### src/rtl/counter_pkg.sv
`default_nettype none
// ============================================================================
//  Module      : counter_pkg
//  Description : Shared counting-mode encoding for the up/down counter family.
//  Revision    : 1.0 - initial release
// ============================================================================
package counter_pkg;

    localparam int COUNT_MODE_W = 2;

    // Encoding 3 is reserved and behaves as WRAP.
    typedef enum logic [COUNT_MODE_W-1:0] {
        WRAP     = 2'd0,
        SATURATE = 2'd1,
        BOUNCE   = 2'd2
    } count_mode_t;

endpackage
`default_nettype wire

### src/rtl/mod_up_down_counter.sv
`default_nettype none
// ============================================================================
//  Module      : mod_up_down_counter
//  Description : Modulo up/down counter with wrap, saturate and bounce modes,
//                synchronous load and a registered one-cycle limit flag.
//  Revision    : 1.0 - initial release
// ============================================================================
module mod_up_down_counter
    import counter_pkg::*;
#(
    parameter int WIDTH   = 8,
    parameter int MAX_VAL = (1 << WIDTH) - 1
) (
    input  logic                    clock,
    input  logic                    reset,
    input  logic                    enable,
    input  logic                    direction,
    input  logic [COUNT_MODE_W-1:0] mode,
    input  logic [WIDTH-1:0]        step,
    input  logic                    load,
    input  logic [WIDTH-1:0]        load_value,
    output logic [WIDTH-1:0]        count,
    output logic                    at_max,
    output logic                    at_min,
    output logic                    limit_hit,
    output logic                    dir_out
);

    // One spare bit keeps count+step and count+(MAX_VAL+1) from overflowing.
    localparam logic [WIDTH:0]   c_MAX   = (WIDTH+1)'(MAX_VAL);
    localparam logic [WIDTH:0]   c_MOD   = (WIDTH+1)'(MAX_VAL + 1);
    localparam logic [WIDTH-1:0] c_MAX_N = WIDTH'(MAX_VAL);

    logic [WIDTH-1:0] r_count;
    logic             r_limit;
    logic             r_dir;

    logic [WIDTH:0]   w_cnt_ext;
    logic [WIDTH:0]   w_step_raw;
    logic [WIDTH:0]   w_step;
    logic [WIDTH:0]   w_load_ext;
    logic [WIDTH:0]   w_sum;
    logic             w_bounce;
    logic             w_up;
    logic             w_over;
    logic             w_under;
    logic [WIDTH-1:0] w_wrap_val;
    logic [WIDTH-1:0] w_sat_val;
    logic [WIDTH-1:0] w_next_count;
    logic             w_next_limit;
    logic             w_next_dir;

    always_comb begin
        w_cnt_ext  = {1'b0, r_count};
        w_step_raw = {1'b0, step};
        w_step     = (w_step_raw > c_MAX) ? c_MAX : w_step_raw;
        w_load_ext = {1'b0, load_value};
        w_sum      = w_cnt_ext + w_step;
        w_bounce   = (mode == BOUNCE);
        w_up       = w_bounce ? r_dir : direction;
        w_over     = (w_sum > c_MAX);
        w_under    = (w_step > w_cnt_ext);

        if (w_up) begin
            w_wrap_val = w_over ? WIDTH'(w_sum - c_MOD) : WIDTH'(w_sum);
            w_sat_val  = w_over ? c_MAX_N : WIDTH'(w_sum);
        end else begin
            w_wrap_val = w_under ? WIDTH'(w_cnt_ext + c_MOD - w_step)
                                 : WIDTH'(w_cnt_ext - w_step);
            w_sat_val  = w_under ? '0 : WIDTH'(w_cnt_ext - w_step);
        end
    end

    always_comb begin
        w_next_count = r_count;
        w_next_limit = 1'b0;
        // Outside bounce the direction register shadows the input every cycle.
        w_next_dir   = w_bounce ? r_dir : direction;

        if (load) begin
            w_next_count = (w_load_ext > c_MAX) ? c_MAX_N : load_value;
            w_next_dir   = direction;
        end else if (enable && (w_step != '0)) begin
            case (mode)
                SATURATE: begin
                    w_next_count = w_sat_val;
                    w_next_limit = w_up ? w_over : w_under;
                end
                BOUNCE: begin
                    w_next_count = w_sat_val;
                    if (( w_up && (w_sat_val == c_MAX_N)) ||
                        (!w_up && (w_sat_val == '0))) begin
                        w_next_limit = 1'b1;
                        w_next_dir   = ~w_up;
                    end
                end
                default: begin
                    w_next_count = w_wrap_val;
                    w_next_limit = w_up ? w_over : w_under;
                end
            endcase
        end
    end

    always_ff @(posedge clock or negedge reset) begin
        if (!reset) begin
            r_count <= '0;
            r_limit <= 1'b0;
            r_dir   <= 1'b1;
        end else begin
            r_count <= w_next_count;
            r_limit <= w_next_limit;
            r_dir   <= w_next_dir;
        end
    end

    assign count     = r_count;
    assign limit_hit = r_limit;
    assign at_max    = (r_count == c_MAX_N);
    assign at_min    = (r_count == '0);
    assign dir_out   = w_up;

endmodule
`default_nettype wire

### config.mk
export PLATFORM = sky130hd
export DESIGN_NAME = mod_up_down_counter
export DESIGN_NICKNAME = d
export VERILOG_FILES = /design/src/rtl/counter_pkg.sv /design/src/rtl/mod_up_down_counter.sv
export SDC_FILE = /design/constraint.sdc
export NUM_CORES = 1
export LEC_CHECK = 0
export CORE_ASPECT_RATIO = 1.1
export CORE_UTILIZATION = 51
export CTS_CLUSTER_DIAMETER = 30
export DETAILED_ROUTE_END_ITERATION = 12
export GPL_TIMING_DRIVEN = 0
export PLACE_DENSITY = 0.81
export RECOVER_POWER = 50
export SLEW_MARGIN = 20
export SYNTH_ARGS = -nofsm -noshare
export SYNTH_HDL_FRONTEND = slang
export SYNTH_SLANG_ARGS = --single-unit
### constraint.sdc
create_clock -name clock -period 2.9 [get_ports clock]
set_input_delay 0.435 -clock clock [delete_from_list [all_inputs] [get_ports clock]]
set_output_delay 0.435 -clock clock [all_outputs]
set_load 0.02 [all_outputs]
==> impl_summary.md <==
Place
The total placed cells including tap cells is 270. Timing analysis after detailed placement gives a worst setup slack of -0.547 ns. After legalization and detailed placement, the total HPWL measured 3150 um. The placer's final routability congestion estimate is around 0.87. Input and output buffers added on the ports amount to 34.

STA
Adding up every negative setup slack in the final design gives 0 ns. Between clock sinks in the finished design, the worst skew comes to around 0.011 ns. The number of hold violations in the final report was 0.

The slew at the pin with the worst max-slew slack is 0.607 ns. In this run the tightest slew margin relative to its limit is slightly below 60%. The worst path setup slack after routing is 0.0487 ns.

The highest achievable clock rate is 351 MHz. After layout, the worst path uses 98.3% of the clock period. The worst path needs approximately 2.9 ns of the cycle, external delays included.

Setup violations remaining at the end of the flow were counted as 0. The number of pins exceeding their max-slew limit in the final report is 0.

Synth
The most used flip-flop cell after synthesis is dfrtp_1. In the synthesized netlist the async set-or-reset flop fraction comes to between 90% and 100%. The number of enable-type register cells in the synthesized netlist is 0. The sequential share of the synthesized area is 16.7%. Counting flops and latches in the post-synthesis netlist gives 10.

The number of unique standard cell types used by synthesis is 48. The commonest cells after synthesis are a21oi_1, inv_1, nand2_1. For this run, the number of Yosys warnings is 0.

In this run the cell area of the synthesized design comes to roughly 1500 sq um. The number of nets handed over by synthesis was 245. Synthesis produced 203 cells. Sorting the synthesized cells by area gives the leading types as dfrtp_1, ha_1, a21oi_1. The top cell type by area accounts for between 10 and 15% of the synthesized area. The largest total area in the synthesized netlist belongs to dfrtp_1. Dividing the synthesized area by the synthesized cell count gives 7.43 sq um.

CTS
TritonCTS created 3 clock buffers. Counting every sink on the clock net gives 10. The clock root buffer is clkbuf_4. The clock transition at the registers of the reported paths is 0.07 ns. The depth of the CTS H-tree is 1. The clock tree buffer depth is 2. TritonCTS built the clock tree. The clock reaches the later pin of the worst-skew pair after roughly 0.26 ns.

Global routing
The first global-routing pass estimated around 6600 um of wire. The initial antenna violation count is 0. The via count of the first global-routing pass is 1,510. The overall routing resource usage is 27.5%.

The largest net degree at the start of global routing is 11. After global routing the overflow that remains totals 0.

Worst setup path
The required time reported for the critical path endpoint is roughly 3.1 ns. In this run the critical register-to-register path is launched from count[0]. The most critical setup path has its endpoint at r_dir.

The worst register-to-register path ends at r_dir. Of all nets on the critical path, the largest fanout is 5. The worst setup path is launched from an input port.

The type of the worst setup path is in -> reg. The worst setup path is captured at a flip-flop. The signal on the critical path passes through clkdlybuf4s50_1, inv_1, ha_1, buf_6, nand3b_1, a21oi_1, o21bai_1, a21oi_1, o21ai_0, nand4_1, o211ai_1, o311a_1.

The worst setup path startpoint is step[3]. The data arrival at the endpoint of the critical path is 3.04 ns. On the worst path, the slowest cell contributes a delay of ~0.48 ns. The largest individual stage delay along the critical path comes from the cell clkdlybuf4s50_1. The setup check on the worst reg-to-reg path leaves a slack of 0.11 ns.

The worst register-to-register path has a depth of 11. By instance count, the cell type seen most on the critical path is a21oi_1.

Route
The average vias per placed instance is 6.09. The initial DRC count is 68. After detailed routing, the average wire length per cell comes to 15.4 um. The post-route antenna net violation count is 0. The first-pass detailed-route iteration total is 4.

The count of vias placed by the detailed router is 1,692. Wires add up to 4280 um. In the routed design, unresolved DRC markers number 0.

Finish
In the final layout, the share of cells above drive strength 1 is 16.7%. The signed area change from the synthesized netlist to the final layout is 41.5%. For this run, the number of standard cells in the final layout without fillers is 278. The utilization of the core after routing is 76.9%. The antenna cell count is 0. The net count of the finished layout is 288.

Floorplan
35 I/O pins were placed. From bottom edge to top edge, the die measures 59.1 um. The floorplan step defined a die boundary enclosing 3180 sq um.

Once the floorplan was initialized, standard cells occupied between 50 and 60% of the core. The floorplan has 20 rows. The width of the die is 53.9 um. After floorplanning, the core was sized to cover ~2800 sq um.

Power
Summed over all cells, the static leakage comes to 0.930 nW. The peak ir drop on the vdd network is about 0.38 mV. The power after layout is 0.996 mW. The cell area power density is 466 nW/um^2.

Hold path
The class of the most critical hold timing path is in -> async.

Run
The number of maximum-capacitance constraint violations is 0.

Run status
The run finished with clean final reports.
-- stage by stage --
step,cell area [sq um],hold WS (ns)
after floorplan,1510,0.139
after global placement,1890,0.611
after detailed placement,1890,0.642
after CTS,2000,0.498
after global routing,2140,0.571
final,2140,0.556
-- cell families after synthesis --
family / share of synthesized area, %
and+or+nand+nor: 20.8
DFF: 16.7
xor gates and xnor gates: 4.06
muxes: 2.90
buffers and inverters: 9.12
adders and majority gates: 16.7
AOI/OAI and AO/OA: 29.7
-- cell type report --
cell class | count | area, sq um
multi-input combinational | 159 | 1290
fill | 194 | 642
timing repair buffer | 39 | 375
sequential | 10 | 251
inverter | 23 | 86.3
buffer | 10 | 65.1
tap | 33 | 41.3
clock buffer | 4 | 26.3
-- where the power goes --
part | internal, mW | switching (mW)
registers | 0.160 | 0.0354
logic | 0.323 | 0.383
clock network | 0.0528 | 0.0416
total | 0.536 | 0.460
-- how the worst min path moves through the flow --
stage / end / startpoint
CTS: count[1] / reset
detailed placement: count[4] / count[4]
global placement: count[4] / count[4]
floorplan: count[0] / reset
global route: count[1] / reset
finish: count[3] / reset
-- registers in the layout (all words and copies together) (netlist names) --
register   flops
count          8
limit_hit      1
r_dir          1
-- placed cells by master, fill, tap and decap left out, types with 6 or more instances in the layout --
cell type / instances
dfrtp_1: 9
nor2_1: 13
inv_1: 21
clkdlybuf4s50_1: 25
a21oi_1: 18
nand2_1: 19
buf_4: 6
o21ai_0: 9
ha_1: 15
dlygate4sd3_1: 6
-- what timing repair did --
| item | in CTS | in global routing |
|---|---|---|
| resized for setup | 15 | 29 |
| pin swaps | 5 | 7 |
| cloned | 0 | 1 |
| setup endpoints to repair | 9 | 10 |
| setup buffers | 3 | 1 |
| hold buffers | 0 | 0 |
-- layer usage --
layer	vias to the layer above	share of wire (%)	track usage, %
met5	-	0	0
met4	0	1.6	7.89
met3	6	5.7	1.79
met2	78	50	47.3
met1	780	43	36.4
li1	828	-	-
-- critical path: cells and delay by family --
family,cells,cell delay (ns)
AND/OR/NAND/NOR,2,0.36
adder cells (fa/ha/maj),1,0.33
buffers and inverters,3,0.71
AO/OA/AOI/OAI,6,1.19
No activity file was read; power rests on OpenSTA's default activity.
